===== config.mk =====
export PLATFORM = sky130hd
export DESIGN_NAME = pe_array_sequencer
export DESIGN_NICKNAME = d
export VERILOG_FILES = /design/src/rtl/pe_array_sequencer.sv
export SDC_FILE = /design/constraint.sdc
export NUM_CORES = 1
export LEC_CHECK = 0
export ABC_CLOCK_PERIOD_IN_PS = 3200
export CAP_MARGIN = 0
export CORE_MARGIN = 3
export CORE_UTILIZATION = 50
export CTS_BUF_LIST = sky130_fd_sc_hd__clkbuf_2
export DETAILED_ROUTE_END_ITERATION = 8
export MAX_ROUTING_LAYER = met4
export PLACE_DENSITY = 0.73
export SYNTH_ARGS = -nofsm -noshare
export SYNTH_HDL_FRONTEND = slang
export SYNTH_SLANG_ARGS = --single-unit

===== constraint.sdc =====
create_clock -name clk_in -period 3.2 [get_ports clk_in]
set_input_delay 0.48 -clock clk_in [delete_from_list [all_inputs] [get_ports clk_in]]
set_output_delay 0.48 -clock clk_in [all_outputs]
set_load 0.05 [all_outputs]

===== src/rtl/pe_array_sequencer.sv =====
// Phase sequencer for the binary PE array. One start pulse runs one output
// tile: for each input channel a weight load followed by a convolution pass,
// then every output-channel partial-sum row is popped out to the host.
//
// Handshake: start_in is a one-cycle request. It is taken only in IDLE, and
// only when num_ich_in is nonzero. There is no back-pressure anywhere. While
// data_req_out is high the host must present valid array data on that same
// cycle. While out_valid_out is high the host must take the psum row named by
// out_ch_out on that same cycle.
module pe_array_sequencer #(
  parameter int O_CH           = 64,
  parameter int OUT_ROW_LENGTH = 10,
  parameter int ICH_W          = 8,
  parameter int OCH_W          = 6
) (
  input  logic             clk_in,
  input  logic             rst_in,
  input  logic             start_in,
  input  logic [ICH_W-1:0] num_ich_in,
  output logic             busy_out,
  output logic             done_out,
  output logic             data_req_out,
  output logic             load_weight_out,
  output logic             conv_out,
  output logic             pop_out,
  output logic             out_valid_out,
  output logic [OCH_W-1:0] out_ch_out,
  output logic [ICH_W-1:0] ich_idx_out,
  output logic [2:0]       dbg_state_out
);

  localparam int CNT_MAX = (O_CH > OUT_ROW_LENGTH) ? O_CH : OUT_ROW_LENGTH;
  localparam int CNT_W   = (CNT_MAX > 1) ? $clog2(CNT_MAX) : 1;

  localparam logic [CNT_W-1:0] LOAD_LAST = CNT_W'(O_CH - 1);
  localparam logic [CNT_W-1:0] CONV_LAST = CNT_W'(OUT_ROW_LENGTH - 1);

  typedef enum logic [2:0] {
    S_IDLE   = 3'd0,
    S_LOAD_W = 3'd1,
    S_CONV   = 3'd2,
    S_POP    = 3'd3,
    S_DONE   = 3'd4
  } state_t;

  state_t           r_state;
  state_t           w_state_nxt;
  logic [CNT_W-1:0] r_cnt;
  logic [CNT_W-1:0] w_cnt_nxt;
  logic [ICH_W-1:0] r_ich;
  logic [ICH_W-1:0] w_ich_nxt;
  logic [ICH_W-1:0] r_num;
  logic [ICH_W-1:0] w_num_nxt;

  logic             r_busy;
  logic             r_done;
  logic             r_data_req;
  logic             r_load;
  logic             r_conv;
  logic             r_pop;
  logic [OCH_W-1:0] r_out_ch;
  logic [ICH_W-1:0] r_ich_out;

  // Next-state and counter logic. The counter restarts at 0 on every phase change.
  always_comb begin
    w_state_nxt = r_state;
    w_cnt_nxt   = r_cnt;
    w_ich_nxt   = r_ich;
    w_num_nxt   = r_num;
    case (r_state)
      S_IDLE: begin
        if (start_in && (num_ich_in != '0)) begin
          w_state_nxt = S_LOAD_W;
          w_cnt_nxt   = '0;
          w_ich_nxt   = '0;
          w_num_nxt   = num_ich_in;
        end
      end
      S_LOAD_W: begin
        if (r_cnt == LOAD_LAST) begin
          w_state_nxt = S_CONV;
          w_cnt_nxt   = '0;
        end else begin
          w_cnt_nxt = r_cnt + 1'b1;
        end
      end
      S_CONV: begin
        if (r_cnt == CONV_LAST) begin
          w_cnt_nxt = '0;
          if (r_ich == (r_num - 1'b1)) begin
            w_state_nxt = S_POP;
          end else begin
            w_state_nxt = S_LOAD_W;
            w_ich_nxt   = r_ich + 1'b1;
          end
        end else begin
          w_cnt_nxt = r_cnt + 1'b1;
        end
      end
      S_POP: begin
        if (r_cnt == LOAD_LAST) begin
          w_state_nxt = S_DONE;
          w_cnt_nxt   = '0;
        end else begin
          w_cnt_nxt = r_cnt + 1'b1;
        end
      end
      S_DONE: begin
        w_state_nxt = S_IDLE;
        w_cnt_nxt   = '0;
      end
      default: begin
        w_state_nxt = S_IDLE;
        w_cnt_nxt   = '0;
      end
    endcase
  end

  // State and counter registers.
  always_ff @(posedge clk_in) begin
    if (rst_in) begin
      r_state <= S_IDLE;
      r_cnt   <= '0;
      r_ich   <= '0;
      r_num   <= '0;
    end else begin
      r_state <= w_state_nxt;
      r_cnt   <= w_cnt_nxt;
      r_ich   <= w_ich_nxt;
      r_num   <= w_num_nxt;
    end
  end

  // Output registers. They are decoded from the next state, so each strobe
  // lines up with the phase that the state register enters on the same edge.
  always_ff @(posedge clk_in) begin
    if (rst_in) begin
      r_busy     <= 1'b0;
      r_done     <= 1'b0;
      r_data_req <= 1'b0;
      r_load     <= 1'b0;
      r_conv     <= 1'b0;
      r_pop      <= 1'b0;
      r_out_ch   <= '0;
      r_ich_out  <= '0;
    end else begin
      r_busy     <= (w_state_nxt == S_LOAD_W) || (w_state_nxt == S_CONV) ||
                    (w_state_nxt == S_POP);
      r_done     <= (w_state_nxt == S_DONE);
      r_data_req <= (w_state_nxt == S_LOAD_W) || (w_state_nxt == S_CONV);
      r_load     <= (w_state_nxt == S_LOAD_W);
      r_conv     <= (w_state_nxt == S_CONV);
      r_pop      <= (w_state_nxt == S_POP);
      r_out_ch   <= (w_state_nxt == S_POP) ? OCH_W'(w_cnt_nxt) : '0;
      r_ich_out  <= (w_state_nxt == S_IDLE) ? '0 : w_ich_nxt;
    end
  end

  assign busy_out        = r_busy;
  assign done_out        = r_done;
  assign data_req_out    = r_data_req;
  assign load_weight_out = r_load;
  assign conv_out        = r_conv;
  assign pop_out         = r_pop;
  assign out_valid_out   = r_pop;
  assign out_ch_out      = r_out_ch;
  assign ich_idx_out     = r_ich_out;
  assign dbg_state_out   = r_state;

endmodule


==> summary.txt <==
Timing
  • Final TNS setup: 0 ns
  • Final min period: 2.60 ns
  • Final WS setup: 0.603 ns
  • Final period util: 81.1%
  • Final setup vio count: 0
  • Final Skew: 0.0391 ns
  • RSZ-0062 raised after global routing: no
  • Max-slew violations: 0
  • Fin. Hold Viols: 0
  • F_max: 0.385 GHz
  • Slew HR: 45.5%
  • Worst slew pin tran: 0.812 ns

Clock tree
  • Clk buf depth: 2
  • Setup bufs post-CTS: 0
  • H-tree levels: 2
  • CTS Root Cell: clkbuf_2
  • CTS tree: built
  • Resized cells post-CTS: 0
  • # hold bufs at CTS: 0
  • TritonCTS Buffers: 5
  • Clk_lat worst skew: 0.45 ns
  • Reg clk slew, reported paths: 0.22 ns
  • Clock Sinks: 45

Yosys
  • Post-synthesis sequential element count: 45
  • Largest family of logic cells by synthesized area: simple AND/OR/NAND/NOR gates
  • Multiplexer share of the synthesized area: 0.980%
  • Register area share after synthesis: 41.5%
  • Syn avg cell area: 8.61 um^2
  • Syn_nets: 267
  • Asr flop ratio synth: 0%
  • Post-Synth Adder-Cell Area: 2.31%
  • Primary FF master, synth: dfxtp_1
  • Compound-Gate Fraction of Synth Area: 22.0%
  • Yosys cell types: 54
  • Synth warn: 0
  • Post-synth EDFFs: 0
  • Post-synthesis instance area: 2170 um^2
  • Gate Count Post-Synth: 252
  • Post-synthesis xor/xnor area fraction: 4.04%
  • Synth Area in Simple Gates: 24.5%

Setup path
  • Worst Setup SP: r_num[0]
  • CP endpoint kind: flop
  • WP data arrival: 2.94 ns
  • WS Path Type: reg2reg
  • R2R Path End: ich_idx_out[5]
  • CP max FO: 10
  • Critical Path Sink: ich_idx_out[5]
  • Setup slack, reg-to-reg: 0.60 ns
  • Cells on worst reg2reg path: 9
  • CP startpoint kind: flop
  • WP data required: 3.54 ns
  • Worst R2R Start: r_num[0]

Place
  • Final HPWL from detailed placement: 3.61 mm
  • Placer Congestion: 0.856
  • Post-Place Worst Slack: 0.443 ns
  • Port bufs: 34

Final layout
  • Share of cells above drive strength 1: 7.39%
  • Most common cell after layout, fill and taps aside: dfxtp_1
  • Ant diodes: 0
  • # nets final: 298
  • Area delta synth->final: 19.4%
  • Most frequent cells in the layout: 45 x dfxtp_1, 34 x clkdlybuf4s50_1, 24 x a21oi_1

Power
  • Switching pwr: 0.000288 W
  • P_int: 0.000689 W
  • Combinational power share: 13.7%
  • Lkg Pwr: 0.950 nW
  • Worst VDD drop: 0.230 mV
  • Sequential Power Share: 60.4%
  • Clk network pwr share: 26.0%
  • Sw frac: 29.5%
  • PwrDens: 377 nW/um^2

Route
  • Wire per inst: 14.6 um
  • ANT nets after route: 0
  • DRC Markers: 0
  • Drt via density: 5.90
  • Initial DRC Count: 122
  • Drt pass-1 iters: 4
  • Detailed Route WL: 4.86 mm
  • Vias: 1,970

Die
  • FP Rows: 23
  • Initial core utilization: 53.1%
  • Die ar.: 5170 um^2
  • IO Pins: 35
  • Die X: 71.9 um
  • Core Box Area: 4090 um^2
  • Chip height: 71.9 um

Run status
  • Outcome: finished clean

Global route
  • Largest net degree at the start of global routing: 17
  • Grt met1 use: 27.3%
  • Initial antenna violation count: 0
  • All-layer global routing usage: 20.7%
  • Busiest grt layer: met2
  • Met2 usage: 32.6%
  • Met3 GRT Util: 4.21%
  • Grt ovf: 0
  • Vias in the first global route: 1,832
  • First-pass GRT wire length: 8.34 mm

Hold path
  • Hold WC Path Type: reg2reg

Flow run
  • Max cap viols: 0
==> sequential cells by signal (all words and copies together) (netlist names) <==
name and flops:
r_cnt 6, dbg_state_out 3, out_ch_out 6, conv_out 1, ich_idx_out 8, out_valid_out 1, busy_out 1, done_out 1
r_num 8, load_weight_out 1, data_req_out 1, r_ich 8
==> Yosys cell counts (all sizes together), types with 2 or more instances <==
library cell | n | area share (%)
o311ai | 3 | 1.2
nand4 | 7 | 2.0
a21oi | 24 | 5.5
clkbuf | 11 | 1.9
buf | 3 | 0.92
xor2 | 3 | 1.2
nor4 | 3 | 1.6
o21a | 2 | 0.69
o21ai | 6 | 1.4
inv | 10 | 1.7
o211ai | 5 | 2.0
o31a | 2 | 0.81
or4b | 2 | 0.92
o21bai | 3 | 1.0
nor2b | 3 | 0.87
a211oi | 2 | 1.3
and2 | 5 | 1.4
nor3b | 2 | 0.69
nor3 | 6 | 1.4
nor2 | 18 | 3.1
xnor2 | 7 | 2.8
and3 | 4 | 1.2
ha | 4 | 2.3
or4 | 3 | 1.0
nand2b | 3 | 0.87
o21ba | 2 | 0.92
or3 | 4 | 1.2
nand3 | 16 | 3.7
nand2 | 19 | 3.3
a22oi | 8 | 2.8
dfxtp | 45 | 42
==> stage by stage <==
step	instances	cell area, um^2	total power [W]	hold WS (ns)	utilization [%]
floorplan	252	2170	0.000692	0.448	-
global placement	326	2540	0.000731	0.470	62.2
detailed placement	326	2540	0.000733	0.475	62.2
CTS	334	2590	0.000987	0.500	63.4
global route	334	2590	0.00102	0.554	63.4
finish	334	2590	0.000977	0.503	63.4
==> power groups by stage <==
| stage | combinational (W) | sequential [W] | clock [W] |
|---|---|---|---|
| after floorplan | 0.0000814 | 0.000610 | 0 |
| after global placement | 0.000131 | 0.000600 | 0 |
| after detailed placement | 0.000133 | 0.000600 | 0 |
| after CTS | 0.000134 | 0.000590 | 0.000263 |
| after global routing | 0.000147 | 0.000593 | 0.000283 |
| final | 0.000133 | 0.000590 | 0.000254 |
==> routing by layer <==
metal	wire length (um)	share of wire, %	up-vias
met5	0	0	-
met4	65	1.3	0
met3	265	5.4	10
met2	2210	45	66
met1	2320	48	915
li1	-	-	979
==> area by class of cell <==
type	count	area (um^2)
inverter	11	41.3
tap	50	62.6
multi-input combinational	182	1170
clock buffer	5	25.0
fill	379	1500
sequential	45	901
clock inverter	3	25.0
timing repair buffer	38	370
==> worst max-delay path, stage by stage (launching register included) <==
cell and delay (ns):
dfxtp_1 0.52, inv_1 0.08, ha_1 0.32, o21ba_1 0.21
a221oi_1 0.28, a41oi_1 0.11, a211oi_4 0.43, buf_4 0.25
o211ai_1 0.13, a22oi_1 0.19
==> cells by family (layout without fill, tap and decap cells) <==
logic type	after synthesis	count (layout)
buf+inv	25	57
flops	45	45
compound gates	68	68
fa+ha+maj	4	4
mux	2	2
xor+xnor	10	10
simple gates	98	98
==> how the worst min path moves through the flow <==
stage / startpoint / to / cells past startpoint
finish: r_num[7] / r_num[7] / 2
detailed placement: r_num[7] / r_num[7] / 2
global placement: r_num[7] / r_num[7] / 2
global route: r_num[7] / r_num[7] / 2
CTS: r_num[7] / r_num[7] / 2
floorplan: r_num[7] / r_num[7] / 2
Note: power is estimated with default switching activity, not from simulation.
